**config.mk**
```make
export PLATFORM = sky130hd
export DESIGN_NAME = gpu_frame_sequencer
export DESIGN_NICKNAME = d
export VERILOG_FILES = /design/src/rtl/gpu_frame_sequencer.sv
export SDC_FILE = /design/constraint.sdc
export NUM_CORES = 1
export LEC_CHECK = 0
export ABC_AREA = 1
export BUFFER_PORTS_ARGS = -buffer_cell sky130_fd_sc_hd__buf_2
export CAP_MARGIN = 10
export CORE_AREA = 2 2 234 236
export CTS_BUF_LIST = sky130_fd_sc_hd__clkbuf_8
export DETAILED_ROUTE_END_ITERATION = 7
export DIE_AREA = 0 0 236 238
export REMOVE_ABC_BUFFERS = 1
export SLEW_MARGIN = 40
export SYNTH_ARGS = -nofsm -noshare
export SYNTH_HDL_FRONTEND = slang
export SYNTH_SLANG_ARGS = --single-unit
```
**constraint.sdc**
```tcl
create_clock -name clock -period 6.55 [get_ports clock]
set_clock_uncertainty 0.1 [all_clocks]
set_input_delay 0.3275 -clock clock [delete_from_list [all_inputs] [get_ports clock]]
set_output_delay 0.3275 -clock clock [all_outputs]
set_load 0.05 [all_outputs]
```
**src/rtl/gpu_frame_sequencer.sv**
```systemverilog
// gpu_frame_sequencer: Avalon-MM host that walks the voxel GPU through camera load, batched raycast, rasterize and pixel write-out.
module gpu_frame_sequencer #(
  parameter int          H_RESOLUTION = 320,
  parameter int          V_RESOLUTION = 240,
  parameter int          NUM_SHADERS  = 320,
  parameter logic [31:0] FB_BASE      = 32'h0800_0000,
  parameter int          IRQ_TIMEOUT  = 65535
) (
  input  logic         clock,
  input  logic         reset,
  input  logic         start,
  input  logic [479:0] cam_words,
  input  logic [31:0]  voxel_data,
  input  logic         voxel_valid,
  input  logic         voxel_last,
  output logic         voxel_ready,
  output logic [7:0]   m_address,
  output logic         m_write,
  output logic [31:0]  m_writedata,
  output logic         m_read,
  input  logic [31:0]  m_readdata,
  input  logic         m_waitrequest,
  input  logic         gpu_irq,
  output logic         busy,
  output logic         done,
  output logic         error,
  output logic [1:0]   error_code
);
  localparam int HV = H_RESOLUTION * V_RESOLUTION;
  localparam int COL_BITS = $clog2(H_RESOLUTION);
  localparam int CW = COL_BITS > 0 ? COL_BITS : 1;
  localparam int TW = $clog2(IRQ_TIMEOUT + 1);

  typedef enum logic [2:0] {IDLE, CAM, COORD, WAIT, ACK, VOX, PIX, RECOVER} state_t;

  state_t      state_q, state_d, ret_q, ret_d;
  logic        m_write_q, m_write_d, m_read_q, m_read_d;
  logic [7:0]  addr_q, addr_d;
  logic [31:0] data_q, data_d;
  logic [3:0]  cam_idx_q, cam_idx_d;
  logic [TW-1:0] wcnt_q, wcnt_d;
  logic [31:0] batch_q, batch_d, pcnt_q, pcnt_d, row_q, row_d;
  logic [CW-1:0] col_q, col_d;
  logic        last_q, last_d, busy_q, busy_d, done_q, done_d, error_q, error_d;
  logic [1:0]  error_code_q, error_code_d;

  logic        bus_busy, xfer_done, issue, rd, pix_last;
  logic [7:0]  a;
  logic [31:0] wd, pix_addr, next_batch;

  assign bus_busy   = m_write_q | m_read_q;
  assign xfer_done  = bus_busy & ~m_waitrequest;
  assign pix_addr   = FB_BASE + (row_q << (COL_BITS + 1)) + (32'(col_q) << 1);
  assign pix_last   = (pcnt_q == 32'(NUM_SHADERS - 1)) || (batch_q + pcnt_q == 32'(HV - 1));
  assign next_batch = batch_q + 32'(NUM_SHADERS);

  always_comb begin
    state_d      = state_q;
    ret_d        = ret_q;
    m_write_d    = m_write_q;
    m_read_d     = m_read_q;
    addr_d       = addr_q;
    data_d       = data_q;
    cam_idx_d    = cam_idx_q;
    wcnt_d       = wcnt_q;
    batch_d      = batch_q;
    pcnt_d       = pcnt_q;
    row_d        = row_q;
    col_d        = col_q;
    last_d       = last_q;
    busy_d       = busy_q;
    done_d       = 1'b0;
    error_d      = error_q;
    error_code_d = error_code_q;
    voxel_ready  = 1'b0;
    issue        = 1'b0;
    rd           = 1'b0;
    a            = '0;
    wd           = '0;
    case (state_q)
      IDLE: if (start) begin
        busy_d       = 1'b1;
        error_d      = 1'b0;
        error_code_d = '0;
        batch_d      = '0;
        pcnt_d       = '0;
        row_d        = '0;
        col_d        = '0;
        cam_idx_d    = '0;
        state_d      = CAM;
      end
      CAM: begin
        issue = 1'b1;
        a     = 8'h10 + 8'(cam_idx_q);
        wd    = cam_words[32*cam_idx_q +: 32];
        if (xfer_done) begin
          cam_idx_d = cam_idx_q + 4'd1;
          if (cam_idx_q == 4'd14) state_d = COORD;
        end
      end
      COORD: begin
        issue = 1'b1;
        a     = 8'h03;
        wd    = batch_q;
        if (xfer_done) begin
          state_d = WAIT;
          ret_d   = VOX;
          wcnt_d  = '0;
        end
      end
      WAIT: begin
        if (gpu_irq) state_d = ACK;
        else if (wcnt_q == TW'(IRQ_TIMEOUT - 1)) begin
          error_code_d = 2'd2;
          state_d      = RECOVER;
        end else wcnt_d = wcnt_q + 1'b1;
      end
      ACK: begin
        issue = 1'b1;
        rd    = 1'b1;
        a     = 8'h0f;
        if (xfer_done) begin
          if (m_readdata == 32'd2) begin
            error_code_d = 2'd1;
            state_d      = RECOVER;
          end else if (ret_q == IDLE) begin
            done_d  = 1'b1;
            busy_d  = 1'b0;
            state_d = IDLE;
          end else state_d = ret_q;
        end
      end
      VOX: begin
        voxel_ready = ~bus_busy;
        issue       = voxel_valid;
        wd          = voxel_data;
        if (!bus_busy && voxel_valid) last_d = voxel_last;
        if (xfer_done) begin
          state_d = WAIT;
          wcnt_d  = '0;
          ret_d   = last_q ? PIX : VOX;
        end
      end
      PIX: begin
        issue = 1'b1;
        a     = 8'h02;
        wd    = pix_addr;
        if (xfer_done) begin
          // row/col track the global pixel index across batches, so no divider is needed
          col_d   = (col_q == CW'(H_RESOLUTION - 1)) ? '0 : col_q + 1'b1;
          row_d   = (col_q == CW'(H_RESOLUTION - 1)) ? row_q + 32'd1 : row_q;
          pcnt_d  = pix_last ? '0 : pcnt_q + 32'd1;
          batch_d = pix_last ? next_batch : batch_q;
          ret_d   = !pix_last ? PIX : (next_batch < 32'(HV)) ? COORD : IDLE;
          wcnt_d  = '0;
          state_d = WAIT;
        end
      end
      RECOVER: begin
        issue = 1'b1;
        a     = 8'h0f;
        wd    = 32'd1;
        if (xfer_done) begin
          error_d = 1'b1;
          busy_d  = 1'b0;
          state_d = IDLE;
        end
      end
      default: state_d = IDLE;
    endcase
    if (!bus_busy && issue) begin
      m_write_d = ~rd;
      m_read_d  = rd;
      addr_d    = a;
      data_d    = wd;
    end
    // dropping the strobe on completion guarantees an idle cycle before the next transfer
    if (xfer_done) begin
      m_write_d = 1'b0;
      m_read_d  = 1'b0;
    end
  end

  always_ff @(posedge clock or posedge reset) begin
    if (reset) begin
      state_q      <= IDLE;
      ret_q        <= IDLE;
      m_write_q    <= 1'b0;
      m_read_q     <= 1'b0;
      addr_q       <= '0;
      data_q       <= '0;
      cam_idx_q    <= '0;
      wcnt_q       <= '0;
      batch_q      <= '0;
      pcnt_q       <= '0;
      row_q        <= '0;
      col_q        <= '0;
      last_q       <= 1'b0;
      busy_q       <= 1'b0;
      done_q       <= 1'b0;
      error_q      <= 1'b0;
      error_code_q <= '0;
    end else begin
      state_q      <= state_d;
      ret_q        <= ret_d;
      m_write_q    <= m_write_d;
      m_read_q     <= m_read_d;
      addr_q       <= addr_d;
      data_q       <= data_d;
      cam_idx_q    <= cam_idx_d;
      wcnt_q       <= wcnt_d;
      batch_q      <= batch_d;
      pcnt_q       <= pcnt_d;
      row_q        <= row_d;
      col_q        <= col_d;
      last_q       <= last_d;
      busy_q       <= busy_d;
      done_q       <= done_d;
      error_q      <= error_d;
      error_code_q <= error_code_d;
    end
  end

  assign m_write     = m_write_q;
  assign m_read      = m_read_q;
  assign m_address   = addr_q;
  assign m_writedata = data_q;
  assign busy        = busy_q;
  assign done        = done_q;
  assign error       = error_q;
  assign error_code  = error_code_q;
endmodule

```
After elaboration in Yosys (flattened, before gate mapping)
Index checks and enable logic that the tools add are counted.
{"block": "word_totals", "register_bits": 179, "latchBits": 0, "ramBits": 0, "romBits": 0, "in_bits": 551, "output_inout_bits": 48, "elab_cells": 160, "mem_count": 0}
{"block": "op_classes", "add_sub_neg": 10, "n_mul": 0, "div_mod_pow": 0, "n_lt_le_gt_ge": 1, "n_eq_ne": 31, "shift": 1, "mux": 67, "bitwise_logic": 5, "reduce_logical": 28}
{"cell": "variable part select 480 x 10 -> 32 bit", "n": 1}
{"cell": "2-to-1 mux 32 bit", "n": 7}
{"cell": "one-hot mux 32 bit (2 select lines)", "n": 3}
{"cell": "one-hot mux 32 bit (5 select lines)", "n": 1}
{"cell": "adder 32 x 1 -> 32 bit (second input constant)", "n": 2}
{"cell": "2-to-1 mux 16 bit", "n": 3}
{"cell": "2-to-1 mux 3 bit", "n": 14}
{"cell": "adder 28 x 32 -> 32 bit (first input constant)", "n": 1}
{"cell": "adder 32 x 10 -> 32 bit", "n": 1}
{"cell": "adder 32 bit", "n": 1}
{"cell": "adder 32 x 9 -> 32 bit (second input constant)", "n": 1}
{"cell": "equality test 32 x 17 -> 1 bit (second input constant)", "n": 1}
{"cell": "equality test 32 x 2 -> 1 bit (second input constant)", "n": 1}
{"cell": "equality test 32 x 9 -> 1 bit (second input constant)", "n": 1}
{"cell": "less-than comparator 32 x 17 -> 1 bit (second input constant)", "n": 1}
{"cell": "inequality test 2 bit (second input constant)", "n": 16}
{"cell": "one-hot mux 16 bit (2 select lines)", "n": 1}
{"cell": "2-to-1 mux 9 bit", "n": 3}
{"cell": "one-hot mux 6 bit (4 select lines)", "n": 1}
{"cell": "one-hot mux 3 bit (6 select lines)", "n": 1}
{"cell": "one-hot mux 9 bit (2 select lines)", "n": 1}
{"cell": "2-to-1 mux 1 bit", "n": 17}
{"cell": "adder 16 x 1 -> 16 bit (second input constant)", "n": 1}
{"cell": "equality test 16 bit (second input constant)", "n": 1}
{"cell": "34 further kinds", "n": 62}

Depth between registers and ports, before layout
{"block": "logic_depth", "word_depth": 6, "mapped_depth": 21, "depth_no_buf": 19}

Worst setup path after synthesis
No wires, ideal clock.
{"block": "synth_timing", "kind": "register -> register", "from": "register state_q[2]", "to": "register data_q[17] (netlist: m_writedata[17])", "setup_time_ns": 0.125, "t_arrival_ns": 2.486, "required_ns": 6.325, "slack_ns": 3.839, "stages_incl_launch_ff": 9, "n_path_buf": 1, "period_less_slack_ns": 2.711, "cell_sequence": "dfrtp_1 -> nand2_1 -> nor2_2 -> inv_1 -> nor3_2 -> nand2_1 -> nand2_1 -> buf_2 -> mux2_2"}
{"block": "synth_between", "elab_chain_cells": 4, "elab_cells_between_ends": 10, "classes_between": "eq/ne (6); mux (2); reduce/logical (2)"}
{"element": "from (decl)", "line": "36", "rtl": "state_t state_q, state_d, ret_q, ret_d;"}
{"element": "from (signal assigned)", "line": "204", "rtl": "state_q <= state_d;"}
{"element": "equality test 3 bit, or another cell as far along", "line": "80", "rtl": "case (state_q)"}
{"element": "OR reduction 5 bit (no source line)"}
{"element": "one-hot mux 1 bit (2 select lines)", "line": "80"}
{"element": "logical AND 1 bit", "line": "171", "rtl": "if (!bus_busy && issue) begin"}
{"element": "to (signal assigned)", "line": "209", "rtl": "data_q <= data_d;"}
{"element": "to (decl)", "line": "39", "rtl": "logic [31:0] data_q, data_d;"}
Several ways; a longest one is shown, not always the timed one.
A chain may end at the register's enable or synchronous reset.

Worst setup path in the final report
{"block": "layout_timing", "from": "register cam_idx_q[0]", "to": "register data_q[15] (netlist: m_writedata[15])"}
{"block": "layout_between", "elab_chain_cells": 2}
{"element": "from (decl)", "line": "40", "rtl": "logic [3:0] cam_idx_q, cam_idx_d;"}
{"element": "from (signal assigned)", "line": "210", "rtl": "cam_idx_q <= cam_idx_d;"}
{"element": "variable part select 480 x 10 -> 32 bit", "line": "95", "rtl": "wd = cam_words[32*cam_idx_q +: 32];"}
{"element": "one-hot mux 32 bit (5 select lines)", "line": "80"}
No other way between the ends.

==> key figures <==
Drt
  • Max Used Layer: met5
  • Pre-Repair DR Iteration Count: 7
  • Final ANT Viol Nets: 0
  • WL met3: ~6200 um
  • Vias: 19000
  • Post-Route WL: 79800 um
  • Routed vias/inst: ~5.2
  • Met1 Wirelength: 33600 um
  • WL met2: 37300 um
  • Initial DRC Count: 1560
  • Residual DRC: 0
  • Wire per inst: 22.0 um

Timing
  • Worst slew pin tran: 0.866 ns
  • Final Slew Violations: 0
  • Tcrit/Tclk final: between 50% and 60%
  • Unrepaired setup endpoints after global routing: no
  • Final WS setup: about 2.8 ns
  • Max Fclk: about 270 MHz
  • Slew HR: a little over two fifths
  • Min Tclk post-route: around 3.7 ns
  • Final Setup Violations: 0
  • Fin. Hold Viols: 0

CTS
  • TritonCTS clock tree: built
  • Latest clock arrival within the worst-skew pair: between 0.5 and 0.6 ns
  • Reg clk slew, reported paths: 0.10 ns
  • Post_cts resized: 0
  • Sink Count: between 150 and 200
  • TritonCTS Buffers: 17
  • Clk buf depth: 2
  • Clock root buffer: clkbuf_8
  • H-tree levels: 4

GRT
  • First-pass GRT wire length: 116000 um
  • Pin count of the biggest net entering global routing: 95
  • All-Layer GR Usage: approximately 28%
  • Gr ovfl total: 0
  • Initial antenna violation count: 44
  • Number of global-route vias before repair: 17800

Setup path
  • CP arrival: between 4 and 5 ns
  • Startpoint Class: flip-flop
  • FF-to-FF Start: cam_idx_q[0]
  • Critical Path Sink: m_writedata[15]
  • Worst-path maximum fanout: slightly below 90
  • R2R Setup Slk: approximately 2.8 ns
  • CP Class: flip-flop to flip-flop
  • Reg2Reg Capture Point: m_writedata[15]
  • Crit path from: cam_idx_q[0]
  • Reg2Reg Depth: 10
  • Critical Path Sink Type: flip-flop
  • Worst Path Required: just under 7 ns

Hold path
  • Hold path startpoint: voxel_data[24]
  • HP Class: input port to flip-flop

Synth
  • Cells after synthesis: 2386
  • Seq/Total Area, Yosys: 26.9%
  • Post-synth EDFFs: 0
  • Area leader, netlist: dfrtp_1
  • Cell Area, Synth: 14900 um^2
  • Asr flop ratio synth: 100%
  • Mean Syn Cell Area: slightly above 6 um^2
  • Synth area leaders: dfrtp_1 27%, nand2_1 14%, o21ai_0 11%, nor2_1 8.0%, inv_1 5.9%
  • Yosys Warn Count: 0
  • Yosys top cell area share: between 20% and 30%
  • Unique masters post-synth: 56
  • Yosys reg bits: 160
  • Main synth FF type: dfrtp_1

Placed design
  • Placed cells: 3573
  • Final GP Congestion: between 0.9 and 1
  • HPWL after DPL: 64200 um
  • I/O Buffers: 595
  • Place WS: 2.87 ns

Die
  • Die area: 56200 um^2
  • Num rows: 85
  • Initial core utilization: 27.8%
  • Core footprint: 53500 um^2
  • Chip Height: 238 um
  • IO Count: ~600
  • Die X: between 200 and 250 um

Pwr
  • Sequential share of power: 24.9%
  • IR drop worst, VDD: 0.239 mV
  • Net Switching: 3.14 mW
  • Pwr Total: 5.67 mW
  • Clock share of power: 14.4%
  • Int Power: around 2.5 mW
  • Lkg Pwr: 9.22 nW
  • Combinational Power Share: 60.7%
  • Sw Share: 55.3%
  • Pwr dens: approximately 300 nW/um^2

Cells and area
  • Nets: about 3500
  • Fraction of layout cells with a size suffix above 1: 24.1%
  • Layout area overhead: 27.0%
  • Final non-filler cell total: approximately 3600

Status
  • Status: completed

Flow run
  • Maxcap violations: 0
-- cells in the final DEF, fill, tap and decap left out, drive strengths merged, types with 4 or more instances in the layout --
| master | n |
|---|---|
| a22oi | 41 |
| dfrtp | 160 |
| nand2 | 570 |
| nor2 | 324 |
| a2bb2oi | 4 |
| xnor2 | 13 |
| a221oi | 52 |
| nand4 | 49 |
| a31oi | 13 |
| ha | 34 |
| clkinv | 8 |
| inv | 248 |
| clkbuf | 18 |
| a21oi | 71 |
| nand3b | 5 |
| mux2 | 7 |
| xor2 | 37 |
| nor4 | 16 |
| o21ai | 332 |
| nor3 | 33 |
| nor3b | 5 |
| nand3 | 171 |
| buf | 616 |
| o211ai | 13 |
| or2 | 6 |
| o21a | 5 |
| o2111ai | 30 |
| diode | 22 |
-- through the flow --
step	TNS, ns	util, %	hold slack (ns)	instance area [um^2]
after floorplan	-16.10	-	0.364	14300
final	0	35.3	0.0742	18900
after global routing	0	35.2	0.0723	18900
after detailed placement	0	34.4	0.371	18400
after CTS	0	35.2	0.0329	18800
after global placement	0	34.3	0.369	18400
-- Yosys cell counts, drive strengths merged, types with 4 or more instances --
| cell type | n |
|---|---|
| buf | 31 |
| o211ai | 13 |
| xnor2 | 13 |
| a31oi | 13 |
| a221oi | 52 |
| nand4 | 49 |
| or2 | 6 |
| nand3b | 5 |
| o2111ai | 30 |
| o21ai | 332 |
| clkbuf | 96 |
| mux2 | 7 |
| nor4 | 16 |
| dfrtp | 160 |
| xor2 | 37 |
| clkinv | 4 |
| nand3 | 171 |
| inv | 243 |
| ha | 34 |
| a2bb2oi | 4 |
| nor2 | 324 |
| o21a | 5 |
| nand2 | 570 |
| a22oi | 41 |
| nor3 | 33 |
| nor3b | 5 |
| a21oi | 71 |
-- registers in the layout (all words and copies together), names as in the netlist, 2 cells and up --
register     count
wcnt_q          16
row_q           22
batch_q         26
error_code       2
col_q            9
m_writedata     32
state_q          3
cam_idx_q        4
m_address        5
ret_q            3
pcnt_q          32
-- logic make-up (layout without fill, tap and decap cells) --
family	Yosys count	in the layout	share of synthesized area [%]
AO/OA/AOI/OAI	579	579	23.2
buffers and inverters	374	897	9.78
AND/OR/NAND/NOR	1181	1181	33.7
other	1	25	0.0252
XOR/XNOR	50	50	2.95
multiplexers	7	7	0.530
flip-flops	160	160	26.9
adder cells (fa/ha/maj)	34	34	2.86
-- critical path, cell delays in order, from the launching register on --
cell and delay (ns):
dfrtp_4 0.67, inv_4 0.61, nand2_1 0.24, inv_6 0.56, buf_4 0.52, nand2_1 0.10, o2111ai_1 0.10, o21ai_0 0.12
o21ai_0 0.27, a21oi_1 0.10, o21ai_0 0.20
-- power groups by stage --
stage,clock (mW),combinational (mW),sequential (mW)
global route,0.870,3.77,1.44
floorplan,0,1.74,1.74
CTS,0.830,3.43,1.41
global placement,0,3.41,1.42
finish,0.815,3.44,1.41
detailed placement,0,3.41,1.42
-- metal layers --
layer | vias up | global-route usage, %
met5 | - | 0
met4 | 12 | 9.69
met3 | 106 | 5.58
met2 | 874 | 46.0
met1 | 8848 | 35.3
li1 | 9125 | -
-- worst min-delay path by stage --
| stage | cells after the start | end |
|---|---|---|
| 4_1_cts | 5 | m_writedata[24] |
| 3_5_place_dp | 2 | error_code[1] |
| 2_1_floorplan | 1 | col_q[4] |
| 6_report | 5 | m_writedata[24] |
| 3_3_place_gp | 2 | wcnt_q[2] |
| 5_1_grt | 5 | m_writedata[21] |
-- cell type report --
| class | count | area [um^2] |
|---|---|---|
| fillers | 6073 | 34600 |
| multi-input cells | 1854 | 9420 |
| flip-flops and latches | 160 | 4010 |
| repair buffers | 618 | 3160 |
| inverters | 247 | 943 |
| well taps | 696 | 871 |
| clock buffers | 18 | 248 |
| clock inverters | 14 | 163 |
| diodes | 22 | 55.1 |
-- repair_timing --
action                                 in CTS  in global routing
hold buffers                                2                  0
setup endpoints to repair                   0                  0
endpoints found under the hold margin      64                  0
setup buffers                               0                  0
No activity file was read; power rests on OpenSTA's default activity.
